--- config.mk ---
export PLATFORM = sky130hd
export DESIGN_NAME = l2_fwd_engine
export DESIGN_NICKNAME = d
export VERILOG_FILES = /design/src/rtl/l2_fwd_engine.sv
export SDC_FILE = /design/constraint.sdc
export NUM_CORES = 1
export LEC_CHECK = 0
export BUFFER_PORTS_ARGS = -buffer_cell sky130_fd_sc_hd__buf_2
export CORE_MARGIN = 4
export CORE_UTILIZATION = 45
export DETAILED_ROUTE_END_ITERATION = 8
export PLACE_DENSITY = 0.66
export SLEW_MARGIN = 20
export SYNTH_ARGS = -nofsm -noshare
export SYNTH_HDL_FRONTEND = slang
export SYNTH_SLANG_ARGS = --single-unit
--- constraint.sdc ---
create_clock -name FPGA_CLK -period 2.9 [get_ports FPGA_CLK]
set_input_delay 0.29 -clock FPGA_CLK [delete_from_list [all_inputs] [get_ports FPGA_CLK]]
set_output_delay 0.29 -clock FPGA_CLK [all_outputs]
set_load 0.05 [all_outputs]
--- src/rtl/l2_fwd_engine.sv ---
// Learning L2 forwarding core: one frame per handshake, MAC table lookup/learn,
// flood on miss/broadcast, hairpin drop, periodic aging sweep.
module l2_fwd_engine #(
  parameter int ADDR_W     = 4,
  parameter int PAYLOAD_W  = 4,
  parameter int NPORTS     = 4,
  parameter int DEPTH      = 4,
  parameter int AGE_CYCLES = 1024
) (
  input  logic                 FPGA_CLK,
  input  logic                 FPGA_RST,
  input  logic                 in_valid,
  output logic                 in_ready,
  input  logic [1:0]           in_port,
  input  logic [ADDR_W-1:0]    in_dst,
  input  logic [ADDR_W-1:0]    in_src,
  input  logic [PAYLOAD_W-1:0] in_payload,
  output logic                 out_valid,
  input  logic                 out_ready,
  output logic [NPORTS-1:0]    out_mask,
  output logic [ADDR_W-1:0]    out_dst,
  output logic [ADDR_W-1:0]    out_src,
  output logic [PAYLOAD_W-1:0] out_payload,
  output logic                 out_flood,
  output logic [7:0]           cnt_fwd,
  output logic [7:0]           cnt_flood,
  output logic [7:0]           cnt_drop
);

  localparam int IDX_W = (DEPTH > 1) ? $clog2(DEPTH) : 1;
  localparam int AGE_W = (AGE_CYCLES > 1) ? $clog2(AGE_CYCLES) : 1;
  localparam logic [ADDR_W-1:0] BCAST = '1;
  localparam logic [ADDR_W-1:0] NULL_ADDR = '0;

  typedef enum logic [1:0] {
    S_IDLE   = 2'd0,
    S_LOOKUP = 2'd1,
    S_EMIT   = 2'd2
  } state_t;

  state_t state;

  logic [1:0]           l_port;
  logic [ADDR_W-1:0]    l_dst;
  logic [ADDR_W-1:0]    l_src;
  logic [PAYLOAD_W-1:0] l_payload;

  logic [DEPTH-1:0]  tbl_valid;
  logic [DEPTH-1:0]  tbl_hit;
  logic [ADDR_W-1:0] tbl_mac  [DEPTH];
  logic [1:0]        tbl_port [DEPTH];
  logic [IDX_W-1:0]  repl_ptr;
  logic [AGE_W-1:0]  age_timer;

  logic              dst_hit, src_hit, free_any;
  logic [IDX_W-1:0]  dst_idx, src_idx, free_idx, learn_idx;
  logic [1:0]        hit_port;
  logic              flood, drop, learn_en, age_wrap;
  logic [NPORTS-1:0] all_ports, ingress_bit, hit_bit;

  assign in_ready = (state == S_IDLE) && !FPGA_RST;

  // Lookup and learn both see the table as it stood before this frame.
  always_comb begin
    dst_hit  = 1'b0;
    src_hit  = 1'b0;
    free_any = 1'b0;
    dst_idx  = '0;
    src_idx  = '0;
    free_idx = '0;
    for (int unsigned i = 0; i < DEPTH; i++) begin
      if (tbl_valid[i] && tbl_mac[i] == l_dst && !dst_hit) begin
        dst_hit = 1'b1;
        dst_idx = IDX_W'(i);
      end
      if (tbl_valid[i] && tbl_mac[i] == l_src && !src_hit) begin
        src_hit = 1'b1;
        src_idx = IDX_W'(i);
      end
      if (!tbl_valid[i] && !free_any) begin
        free_any = 1'b1;
        free_idx = IDX_W'(i);
      end
    end
    hit_port    = tbl_port[dst_idx];
    flood       = (l_dst == BCAST) || !dst_hit;
    drop        = (l_dst == l_src) || (dst_hit && hit_port == l_port);
    learn_en    = (l_src != NULL_ADDR) && (l_src != BCAST);
    learn_idx   = src_hit ? src_idx : (free_any ? free_idx : repl_ptr);
    age_wrap    = (age_timer == AGE_W'(AGE_CYCLES - 1));
    all_ports   = '1;
    ingress_bit = NPORTS'(1) << l_port;
    hit_bit     = NPORTS'(1) << hit_port;
  end

  always_ff @(posedge FPGA_CLK) begin
    if (FPGA_RST) begin
      state       <= S_IDLE;
      l_port      <= '0;
      l_dst       <= '0;
      l_src       <= '0;
      l_payload   <= '0;
      tbl_valid   <= '0;
      tbl_hit     <= '0;
      for (int unsigned i = 0; i < DEPTH; i++) begin
        tbl_mac[i]  <= '0;
        tbl_port[i] <= '0;
      end
      repl_ptr    <= '0;
      age_timer   <= '0;
      out_valid   <= 1'b0;
      out_mask    <= '0;
      out_dst     <= '0;
      out_src     <= '0;
      out_payload <= '0;
      out_flood   <= 1'b0;
      cnt_fwd     <= '0;
      cnt_flood   <= '0;
      cnt_drop    <= '0;
    end else begin
      age_timer <= age_wrap ? '0 : age_timer + 1'b1;
      // Sweep is written first so a same-cycle learn write overrides it.
      if (age_wrap) begin
        for (int unsigned i = 0; i < DEPTH; i++)
          if (!tbl_hit[i]) tbl_valid[i] <= 1'b0;
        tbl_hit <= '0;
      end

      case (state)
        S_IDLE: begin
          if (in_valid) begin
            l_port    <= in_port;
            l_dst     <= in_dst;
            l_src     <= in_src;
            l_payload <= in_payload;
            state     <= S_LOOKUP;
          end
        end
        S_LOOKUP: begin
          if (learn_en) begin
            tbl_valid[learn_idx] <= 1'b1;
            tbl_hit[learn_idx]   <= 1'b1;
            tbl_mac[learn_idx]   <= l_src;
            tbl_port[learn_idx]  <= l_port;
            if (!src_hit && !free_any)
              repl_ptr <= (repl_ptr == IDX_W'(DEPTH - 1)) ? '0 : repl_ptr + 1'b1;
          end
          if (drop) begin
            cnt_drop <= cnt_drop + 8'd1;
            state    <= S_IDLE;
          end else begin
            out_valid   <= 1'b1;
            out_dst     <= l_dst;
            out_src     <= l_src;
            out_payload <= l_payload;
            out_flood   <= flood;
            out_mask    <= flood ? (all_ports & ~ingress_bit) : hit_bit;
            if (flood) cnt_flood <= cnt_flood + 8'd1;
            else       cnt_fwd   <= cnt_fwd + 8'd1;
            state       <= S_EMIT;
          end
        end
        S_EMIT: begin
          if (out_ready) begin
            out_valid <= 1'b0;
            state     <= S_IDLE;
          end
        end
        default: state <= S_IDLE;
      endcase
    end
  end

endmodule

==> reports/qor.csv <==
metric;value;unit
drtAntennaViolNets;0;
drc;0;
first_pass_iters;5;
ys_warn_count;0;
path_clk_slew;0.10;ns
drive_above_1_share;0.236;
fp-row-count;37;
hpwlAfterDp;8120;um
synth_top_cells_by_count;78 x dfxtp_1, 53 x nand2_1, 53 x nor2_1;
wl_met1;5060;um
synth.most_common_cell;dfxtp_1;
vdd_drop_max;0.369;mV
die-area;0.0123;mm^2
stdcell_count;717;
cts_tree;yes;
finalSetupTns;0;ns
ctsHoldBuffers;0;
area_growth;17.9;%
dr_wl_met2;5340;um
worstSetupPathType;reg2reg;
grt_pass1_vias;3676;
synth_edf_count;24;
cp_data_arrival_time;3.04;ns
clock_sinks;102;
yosys-top-cells-area;dfxtp_1 33%, edfxtp_1 15%, xor2_1 6.0%, nand2_1 4.2%, nor2_1 4.2%;
final_core_util;0.546;
synth_area;0.00478;mm^2
status;completed;
synth_area_leader_cell;dfxtp_1;
yosysTopAreaCellShare;0.327;
setup_viol;0;
worst_slew_pin_slew;0.711;ns
synth-async-reset-ratio;0;
start_util;0.463;
synthesis.nets;520;
wl_per_cell;15.3;um
cap_viol_max_count;0;
port_buffers;60;
core_area;0.0103;mm^2
hold_viol_final;0;
avgSynthCellArea;9.61;um^2
viasPerCell;5.24;
cts_root_buf;clkbuf_8;
grtUsageTotal;0.176;
seq_area_frac_synth;0.478;
cp-start-kind;flop;
numPlacedInstances;700;
ios;61;
finalCritPeriodShare;0.967;
wirelength;11000;um
wl_met3;443;um
clock_latency;0.37;ns
antenna_cells;0;
relSlewSlack;0.526;
drt_iter0_markers;151;
final_max_slew_viol_count;0;
final_nets;599;
globalplace.congestion;0.963;
cp-end-kind;flop;
totalPowerFinal;2.76;mW
register_area;0.00229;mm^2
layout_min_cycle_time;2.80;ns
overflow;0;
hold_class;in2reg;
multiInputGateArea;0.00240;mm^2
die_w;111;um
p_leak;2.37;nW
fin_worst_skew;0.0143;ns
r2r_setup_slack;0.1;ns
synth_ff_type;dfxtp_1;
vias;3759;
clockBufferDepth;2;
die_h;111;um
synthCells;497;
antenna_found_initial;0;
num-fill-cells;941;
h-tree-depth;3;
dp_worst_setup_slack;0.0430;ns
setup_ws;0.0971;ns
max_freq;0.357;GHz
grt_start_max_net_pins;38;
top_layer;met4;
grt_pass1_wl;17900;um
cts_made_buffers;9;
path_max_fanout;11;
yosysUniqueCellTypes;65;
cp.required;3.14;ns
p_per_area;490;mW/mm^2
ys_ff_latch;102;
[stage by stage]
| stage | hold WS (ns) | instance area, um^2 |
|---|---|---|
| floorplan | 0.413 | 4780 |
| global placement | 0.426 | 5360 |
| detailed placement | 0.437 | 5360 |
| CTS | 0.135 | 5540 |
| global route | 0.137 | 5630 |
| finish | 0.145 | 5630 |
[worst max-delay path: stages (launching register included)]
cell	delay, ns
edfxtp_1	0.43
xor2_1	0.25
nor3_4	0.08
and3_4	0.19
o311a_1	0.35
o22ai_2	0.25
xnor2_4	0.14
a21oi_2	0.21
o21ai_1	0.11
buf_4	0.19
o41ai_1	0.38
a21oi_1	0.10
[logic make-up after synthesis]
| group | share of synthesized area |
|---|---|
| AO/OA/AOI/OAI | 0.108 |
| multiplexers | 0.0338 |
| flip-flops | 0.478 |
| adder cells (fa/ha/maj) | 0.0131 |
| buffers and inverters | 0.0367 |
| AND/OR/NAND/NOR | 0.220 |
| XOR/XNOR | 0.111 |
[worst paths after layout]
path,from,endpoint,depth (start not counted)
hold reg to reg,age_timer[0],age_timer[0],1
setup reg to reg,tbl_mac[2][3],cnt_flood[7],11
setup / recovery,tbl_mac[2][3],cnt_flood[7],11
hold / removal,in_dst[0],l_dst[0],3
[area by class of cell]
class / count / share of cell area
clock inverter: 6 / 0.00844
tap: 136 / 0.0302
multi-input combinational: 359 / 0.427
sequential: 102 / 0.406
timing repair buffer: 91 / 0.0968
clock buffer: 10 / 0.0227
inverter: 13 / 0.00866
[registers in the layout, summed over array words and instances (netlist names), 4 cells and up]
register / cells
cnt_flood: 8
age_timer: 10
tbl_mac: 16
l_dst: 4
out_payload: 4
cnt_drop: 8
out_dst: 4
out_mask: 4
cnt_fwd: 8
tbl_valid: 4
tbl_port: 8
tbl_hit: 4
l_payload: 4
out_src: 4
l_src: 4
[cells in the final DEF, fill, tap and decap left out, drive strengths merged, types with 2 or more instances in the layout]
cell / netlist / layout
a21o: 7 / 7
a21oi: 32 / 32
a221oi: 2 / 2
a31o: 2 / 2
a31oi: 5 / 5
and2: 16 / 16
and3: 16 / 16
and4: 3 / 3
buf: 12 / 91
clkbuf: 11 / 10
clkinv: 0 / 5
dfxtp: 78 / 78
edfxtp: 24 / 24
ha: 5 / 5
inv: 13 / 14
mux2i: 15 / 15
nand2: 53 / 53
nand2b: 3 / 3
nand3: 14 / 14
nand3b: 2 / 2
nand4: 8 / 8
nand4b: 2 / 2
nor2: 53 / 53
nor2b: 3 / 3
nor3: 13 / 13
nor3b: 2 / 2
nor4: 7 / 7
nor4b: 2 / 2
o21ai: 9 / 9
o21bai: 2 / 2
or2: 2 / 2
or3: 5 / 5
xnor2: 22 / 22
xor2: 35 / 35
[what timing repair did]
action	4_1_cts	5_1_grt
gates resized for setup	0	15
setup buffers	0	1
setup endpoints to repair	0	30
[layer usage]
metal	GRT usage	vias up
li1	-	1888
met1	0.221	1767
met2	0.306	87
met3	0.0393	17
met4	0.0446	0
met5	0	-
[report_power, final]
| group | internal (mW) | switching [mW] | leakage (nW) |
|---|---|---|---|
| Clock | 0.320 | 0.497 | 0.0921 |
| Combinational | 0.143 | 0.242 | 1.39 |
| Sequential | 1.50 | 0.0546 | 0.883 |
| Total | 1.97 | 0.794 | 2.37 |
(Power assumes the default switching activity.)
